`src/rtl/axisarbiter_if.sv`:
```
// Stream bundle for axisarbiter: NIN upstream AXI-Stream sources and one tagged downstream channel.
interface axisarbiter_if #(
  parameter int unsigned NIN   = 4,
  parameter int unsigned DW    = 16,
  parameter int unsigned LGNIN = $clog2(NIN)
);
  logic [NIN-1:0]    S_AXIS_TVALID;
  logic [NIN-1:0]    S_AXIS_TREADY;
  logic [NIN*DW-1:0] S_AXIS_TDATA;
  logic [NIN-1:0]    S_AXIS_TLAST;
  logic              M_AXIS_TVALID;
  logic              M_AXIS_TREADY;
  logic [DW-1:0]     M_AXIS_TDATA;
  logic              M_AXIS_TLAST;
  logic [LGNIN-1:0]  M_AXIS_TID;

  modport slave (
    input  S_AXIS_TVALID, S_AXIS_TDATA, S_AXIS_TLAST, M_AXIS_TREADY,
    output S_AXIS_TREADY, M_AXIS_TVALID, M_AXIS_TDATA, M_AXIS_TLAST, M_AXIS_TID
  );

  modport master (
    output S_AXIS_TVALID, S_AXIS_TDATA, S_AXIS_TLAST, M_AXIS_TREADY,
    input  S_AXIS_TREADY, M_AXIS_TVALID, M_AXIS_TDATA, M_AXIS_TLAST, M_AXIS_TID
  );
endinterface

```
`src/rtl/axisarbiter.sv`:
```
// Packet-level round-robin arbiter: NIN AXI-Stream sources share one registered output,
// each beat tagged with its source index; a grant is held from first beat to TLAST.
module axisarbiter #(
  parameter int unsigned NIN   = 4,
  parameter int unsigned DW    = 16,
  parameter int unsigned LGNIN = $clog2(NIN)
) (
  input logic          S_AXI_ACLK,
  input logic          S_AXI_ARESETN,
  axisarbiter_if.slave axis
);

  typedef enum logic {IDLE = 1'b0, GRANTED = 1'b1} state_t;

  state_t           state_q, state_d;
  logic [LGNIN-1:0] grant_q, grant_d;
  logic [LGNIN-1:0] last_q, last_d;
  logic             mvalid_q, mvalid_d;
  logic [DW-1:0]    mdata_q, mdata_d;
  logic             mlast_q, mlast_d;
  logic [LGNIN-1:0] mtid_q, mtid_d;
  logic [NIN-1:0]   sready;
  logic             can_take;
  logic             beat;
  logic [LGNIN-1:0] pick;

  // Search starts one past the last grant and wraps at NIN, not at 2^LGNIN.
  function automatic logic [LGNIN-1:0] rr_pick(input logic [LGNIN-1:0] last,
                                               input logic [NIN-1:0]   req);
    logic [LGNIN-1:0] r;
    logic [LGNIN-1:0] ix;
    logic             found;
    r     = '0;
    found = 1'b0;
    for (int unsigned k = 1; k <= NIN; k++) begin
      ix = LGNIN'((32'(last) + k) % NIN);
      if (!found && req[ix]) begin
        r     = ix;
        found = 1'b1;
      end
    end
    return r;
  endfunction

  assign pick = rr_pick(last_q, axis.S_AXIS_TVALID);

  always_comb begin
    state_d  = state_q;
    grant_d  = grant_q;
    last_d   = last_q;
    mvalid_d = mvalid_q;
    mdata_d  = mdata_q;
    mlast_d  = mlast_q;
    mtid_d   = mtid_q;
    sready   = '0;
    can_take = 1'b0;
    beat     = 1'b0;
    unique case (state_q)
      IDLE: begin
        if (axis.M_AXIS_TREADY) mvalid_d = 1'b0;
        if (|axis.S_AXIS_TVALID) begin
          grant_d = pick;
          last_d  = pick;
          state_d = GRANTED;
        end
      end
      GRANTED: begin
        can_take        = !mvalid_q || axis.M_AXIS_TREADY;
        sready[grant_q] = can_take;
        beat            = axis.S_AXIS_TVALID[grant_q] && can_take;
        if (beat) begin
          mvalid_d = 1'b1;
          mdata_d  = axis.S_AXIS_TDATA[32'(grant_q)*DW +: DW];
          mlast_d  = axis.S_AXIS_TLAST[grant_q];
          mtid_d   = grant_q;
          if (axis.S_AXIS_TLAST[grant_q]) state_d = IDLE;
        end else if (axis.M_AXIS_TREADY) begin
          mvalid_d = 1'b0;
        end
      end
      default: ;
    endcase
  end

  always_ff @(posedge S_AXI_ACLK or negedge S_AXI_ARESETN) begin
    if (!S_AXI_ARESETN) begin
      state_q  <= IDLE;
      grant_q  <= '0;
      last_q   <= LGNIN'(NIN - 1);
      mvalid_q <= 1'b0;
      mdata_q  <= '0;
      mlast_q  <= 1'b0;
      mtid_q   <= '0;
    end else begin
      state_q  <= state_d;
      grant_q  <= grant_d;
      last_q   <= last_d;
      mvalid_q <= mvalid_d;
      mdata_q  <= mdata_d;
      mlast_q  <= mlast_d;
      mtid_q   <= mtid_d;
    end
  end

  assign axis.S_AXIS_TREADY = sready;
  assign axis.M_AXIS_TVALID = mvalid_q;
  assign axis.M_AXIS_TDATA  = mdata_q;
  assign axis.M_AXIS_TLAST  = mlast_q;
  assign axis.M_AXIS_TID    = mtid_q;

endmodule

```
`src/flat_wrapper.sv`:
```
// flat-port wrapper written by rule: the top's interface ports become plain ports
module axisarbiter_flat 
#(
  parameter int unsigned NIN   = 4,
  parameter int unsigned DW    = 16,
  parameter int unsigned LGNIN = $clog2(NIN)
)
  (S_AXI_ACLK, S_AXI_ARESETN, axis_S_AXIS_TVALID, axis_S_AXIS_TDATA, axis_S_AXIS_TLAST, axis_M_AXIS_TREADY, axis_S_AXIS_TREADY, axis_M_AXIS_TVALID, axis_M_AXIS_TDATA, axis_M_AXIS_TLAST, axis_M_AXIS_TID);
  axisarbiter_if #(.NIN(NIN), .DW(DW), .LGNIN(LGNIN)) axis_i ();
  input logic S_AXI_ACLK;
  input logic S_AXI_ARESETN;
  input wire logic [$bits(axis_i.S_AXIS_TVALID)-1:0] axis_S_AXIS_TVALID;
  input wire logic [$bits(axis_i.S_AXIS_TDATA)-1:0] axis_S_AXIS_TDATA;
  input wire logic [$bits(axis_i.S_AXIS_TLAST)-1:0] axis_S_AXIS_TLAST;
  input wire logic [$bits(axis_i.M_AXIS_TREADY)-1:0] axis_M_AXIS_TREADY;
  output wire logic [$bits(axis_i.S_AXIS_TREADY)-1:0] axis_S_AXIS_TREADY;
  output wire logic [$bits(axis_i.M_AXIS_TVALID)-1:0] axis_M_AXIS_TVALID;
  output wire logic [$bits(axis_i.M_AXIS_TDATA)-1:0] axis_M_AXIS_TDATA;
  output wire logic [$bits(axis_i.M_AXIS_TLAST)-1:0] axis_M_AXIS_TLAST;
  output wire logic [$bits(axis_i.M_AXIS_TID)-1:0] axis_M_AXIS_TID;
  assign axis_i.S_AXIS_TVALID = axis_S_AXIS_TVALID;
  assign axis_i.S_AXIS_TDATA = axis_S_AXIS_TDATA;
  assign axis_i.S_AXIS_TLAST = axis_S_AXIS_TLAST;
  assign axis_i.M_AXIS_TREADY = axis_M_AXIS_TREADY;
  assign axis_S_AXIS_TREADY = axis_i.S_AXIS_TREADY;
  assign axis_M_AXIS_TVALID = axis_i.M_AXIS_TVALID;
  assign axis_M_AXIS_TDATA = axis_i.M_AXIS_TDATA;
  assign axis_M_AXIS_TLAST = axis_i.M_AXIS_TLAST;
  assign axis_M_AXIS_TID = axis_i.M_AXIS_TID;
  axisarbiter #(.NIN(NIN), .DW(DW), .LGNIN(LGNIN)) u_core (.S_AXI_ACLK(S_AXI_ACLK), .S_AXI_ARESETN(S_AXI_ARESETN), .axis(axis_i));
endmodule
```
`config.mk`:
```
export PLATFORM = sky130hd
export DESIGN_NAME = axisarbiter_flat
export DESIGN_NICKNAME = d
export VERILOG_FILES = /design/src/rtl/axisarbiter_if.sv /design/src/rtl/axisarbiter.sv /design/src/flat_wrapper.sv
export SDC_FILE = /design/constraint.sdc
export NUM_CORES = 1
export LEC_CHECK = 0
export ABC_CLOCK_PERIOD_IN_PS = 2500
export BUFFER_PORTS_ARGS = -buffer_cell sky130_fd_sc_hd__buf_2
export CAP_MARGIN = 20
export CORE_ASPECT_RATIO = 1.25
export CORE_UTILIZATION = 43
export CTS_CLUSTER_DIAMETER = 60
export CTS_CLUSTER_SIZE = 24
export DETAILED_ROUTE_END_ITERATION = 16
export HOLD_SLACK_MARGIN = 0.03
export PLACE_DENSITY_LB_ADDON = 0.12
export SLEW_MARGIN = 20
export SYNTH_ARGS = -nofsm -noshare
export SYNTH_HDL_FRONTEND = slang
export SYNTH_SLANG_ARGS = --single-unit
```
`constraint.sdc`:
```
create_clock -name S_AXI_ACLK -period 2.5 [get_ports S_AXI_ACLK]
set_input_delay 0.5 -clock S_AXI_ACLK [delete_from_list [all_inputs] [get_ports S_AXI_ACLK]]
set_output_delay 0.5 -clock S_AXI_ACLK [all_outputs]
set_load 0.01 [all_outputs]
```
==> summary.md <==
| Metric | Value |
|---|---|
| Run status | finished, final reports clean |
| MaxCap Viol Count | 0 |
| Post-synthesis to final-layout area growth | 34.2% |
| Violation count after the first detailed-routing iteration | 30 |
| Data required time at the worst endpoint | 2.00 ns |
| Detailed-route via count | 1347 |
| Worst-case reg-to-reg path depth | 3 |
| Most used flip-flop cell after synthesis | sky130_fd_sc_hd__dfrtp_1 |
| Setup Buffers After CTS | 0 |
| Start-to-end type of the worst setup path | flop to output pin |
| Critical Path End | axis_S_AXIS_TREADY[2] |
| Post-route clock period utilization | 0.776 |
| Worst-Skew Late Latency | 0.26 ns |
| Number of distinct library cells after synthesis | 30 |
| Avg Cell Area, Syn | 14.6 sq um |
| Antenna Cells | 0 |
| Async SR Flop Fraction | 1.00 |
| Number of max-slew violations in the final report | 0 |
| Count of unresolved DRC violations after routing | 0 |
| Boundary pin count | 99 |
| Worst Hold Class | input port to asynchronous set/reset pin |
| Pwr Density | 1170 mW/mm^2 |
| VDD IR-drop max | 840 uV |
| R2R setup slack | 0.70 ns |
| Total detailed-routing wirelength | 3.74 mm |
| Post-placement cell area | 0.00210 sq mm |
| Number of synthesized flops with an enable pin | 0 |
| Number of clock sinks | 25 |
| Drt first pass iters | 4 |
| Setup-violating endpoint count in the final report | 0 |
| Launching element type of the critical path | flop |
| ANT nets after route | 0 |
| Fill cell count | 295 |
| Area of all placed cells without fillers | 0.00214 sq mm |
| TritonCTS clock tree | built |
| GPL Wtd Cong | 0.716 |
| Worst Tran Pin Value | 0.631 ns |
| Number of antenna violations at the first check in global routing | 0 |
| Number of H-tree levels | 1 |
| Final min period | 1.94 ns |
| Setup repair after global routing missed its margin | false |
| Number of buffers added by the clock tree synthesis step | 3 |
| Sequential share of the synthesized area | 0.393 |
| Total grt overflow | 0 |
| Clock-pin slew of the registers on the worst-case setup and hold paths | 0.08 ns |
| Starting utilization of the core area | 0.454 |
| First-pass GRT wire length | 6.27 mm |
| Post-synthesis instance area | 0.00160 sq mm |
| CP arrival | 1.44 ns |
| Leakage component of the power | 1.05 nW |
| Worst-case headroom to the max-slew limit | 0.569 |
| RR Startpoint | u_core.last_q[1] |
| Hold buffer count at CTS | 0 |
| Fmax | 516 MHz |
| CTS Root Buffer Type | sky130_fd_sc_hd__clkbuf_8 |
| Detail-routed via count per cell | 5.52 |
| Endpoint class of the critical path | output pin |
| Setup Skew | 0.00236 ns |
| NumNets Final | 281 |
| WL/cell | 15.3 um |
| Num rows | 24 |
| Post-cts repair resize count | 0 |
| Half-perimeter wire length after detailed placement | 2.95 mm |
| Count of input and output buffers | 98 |
| Critical Path Source | u_core.grant_q[1] |
| Post-Route Setup TNS | 0 ns |
| Die ar. | 0.00396 sq mm |
| Floorplan core area | 0.00351 sq mm |
| Synth warnings | 0 |
| Final hold viol count | 0 |
| Post-synthesis sequential element count | 25 |
| Number of standard cells after synthesis | 109 |
| Critical path fanouts, max | 23 |
| Die outline height | 70.1 um |
| FF-to-FF End | u_core.grant_q[0] |
| Vias in the first global route | 1402 |
| Width of the die | 56.5 um |
| Overall global routing resource usage | 0.202 |
| Post-synthesis net count | 184 |
| Share of final-layout standard cells stronger than drive strength 1 | 0.717 |
| Number of buffers between clock root and the deepest sink | 2 |
| Largest net degree at the start of global routing | 26 |
-- report_power, final --
| group | leakage [nW] | total [W] | switching (W) | internal [W] |
|---|---|---|---|---|
| registers | 0.287 | 0.000776 | 0.000146 | 0.000630 |
| logic | 0.741 | 0.00150 | 0.000637 | 0.000865 |
| clock network | 0.0228 | 0.000235 | 0.000121 | 0.000114 |
-- logic make-up (layout without fill, tap and decap cells) --
logic type | after synthesis | count (layout) | share of synthesized area
mux | 39 | 39 | 0.426
flops | 25 | 25 | 0.393
simple gates | 20 | 20 | 0.0729
compound gates | 13 | 13 | 0.0635
buf+inv | 12 | 108 | 0.0447
-- worst min path at each step --
stage / start / to / slack, ns / depth (start not counted)
after floorplan: S_AXI_ARESETN / u_core.axis.M_AXIS_TDATA[0] / 0.20 / 0
after global placement: u_core.axis.M_AXIS_TDATA[11] / u_core.axis.M_AXIS_TDATA[11] / 0.48 / 1
after detailed placement: u_core.axis.M_AXIS_TID[1] / u_core.axis.M_AXIS_TID[1] / 0.49 / 1
after CTS: S_AXI_ARESETN / u_core.axis.M_AXIS_TDATA[1] / 0.24 / 1
after global routing: S_AXI_ARESETN / u_core.axis.M_AXIS_TDATA[4] / 0.25 / 1
final: S_AXI_ARESETN / u_core.axis.M_AXIS_TDATA[1] / 0.21 / 1
-- stage by stage --
step	total power, W	hold WS, ns	util	setup slack, ns	cells
after global routing	0.00270	0.255	0.610	0.430	244
final	0.00251	0.213	0.610	0.561	244
after global placement	0.00227	0.484	0.597	0.538	240
after floorplan	0.00193	0.204	-	0.718	109
after detailed placement	0.00231	0.491	0.597	0.496	240
after CTS	0.00255	0.236	0.610	0.538	244
-- registers in the layout (all words and copies together), names as in the netlist --
name / cells
u_core.axis.M_AXIS_TID: 2
u_core.state_q: 1
u_core.axis.M_AXIS_TDATA: 16
u_core.axis.M_AXIS_TVALID: 1
u_core.grant_q: 2
u_core.last_q: 2
u_core.axis.M_AXIS_TLAST: 1
-- routing by layer --
| layer | share of wire | track usage |
|---|---|---|
| met1 | 0.37 | 0.231 |
| met2 | 0.56 | 0.380 |
| met3 | 0.060 | 0.0370 |
| met4 | 0.0080 | 0.0461 |
| met5 | 0 | 0 |
-- cell usage after synthesis, drive strengths merged (2+ instances only) --
cell	number	share of area
mux2	21	0.17
nor3	2	0.0063
nor3b	2	0.0094
nor2	4	0.0094
dfrtp	23	0.36
nand3	3	0.017
dfstp	2	0.033
clkbuf	4	0.0094
nor2b	2	0.0078
nand2b	3	0.012
buf	5	0.028
mux4	18	0.25
nand2	3	0.0071
a2bb2oi	3	0.016
inv	3	0.0071
o21ai	2	0.0063
-- cell usage in the layout (no fill, tap or decap), types with 2 or more instances in the layout --
cell | netlist | final
sky130_fd_sc_hd__nor3b_1 | 2 | 2
sky130_fd_sc_hd__o21ai_0 | 2 | 2
sky130_fd_sc_hd__mux2_4 | 10 | 10
sky130_fd_sc_hd__dfrtp_1 | 23 | 23
sky130_fd_sc_hd__nand2_1 | 3 | 3
sky130_fd_sc_hd__clkbuf_8 | 0 | 3
sky130_fd_sc_hd__buf_2 | 2 | 98
sky130_fd_sc_hd__nor3_1 | 2 | 2
sky130_fd_sc_hd__mux4_2 | 18 | 18
sky130_fd_sc_hd__nand3_1 | 2 | 2
sky130_fd_sc_hd__nor2b_1 | 2 | 2
sky130_fd_sc_hd__inv_1 | 3 | 3
sky130_fd_sc_hd__a2bb2oi_1 | 3 | 3
sky130_fd_sc_hd__buf_4 | 0 | 3
sky130_fd_sc_hd__dfstp_2 | 2 | 2
sky130_fd_sc_hd__nand2b_1 | 3 | 3
sky130_fd_sc_hd__mux2_2 | 11 | 11
sky130_fd_sc_hd__nor2_1 | 4 | 4
-- critical path: stages (launching register included) --
cell and delay (ns):
sky130_fd_sc_hd__dfrtp_1 0.38, sky130_fd_sc_hd__buf_4 0.32, sky130_fd_sc_hd__inv_1 0.14, sky130_fd_sc_hd__nor3_1 0.19
sky130_fd_sc_hd__buf_2 0.15
-- layout make-up --
class                   instances  area [sq um]  area share
flip-flops and latches         25           628       0.293
multi-input cells              72           897       0.419
inverters                       3          11.3     0.00525
clock buffers                   4          45.0      0.0210
repair buffers                101           513       0.239
well taps                      39          48.8      0.0228
No activity file was read; power rests on OpenSTA's default activity.
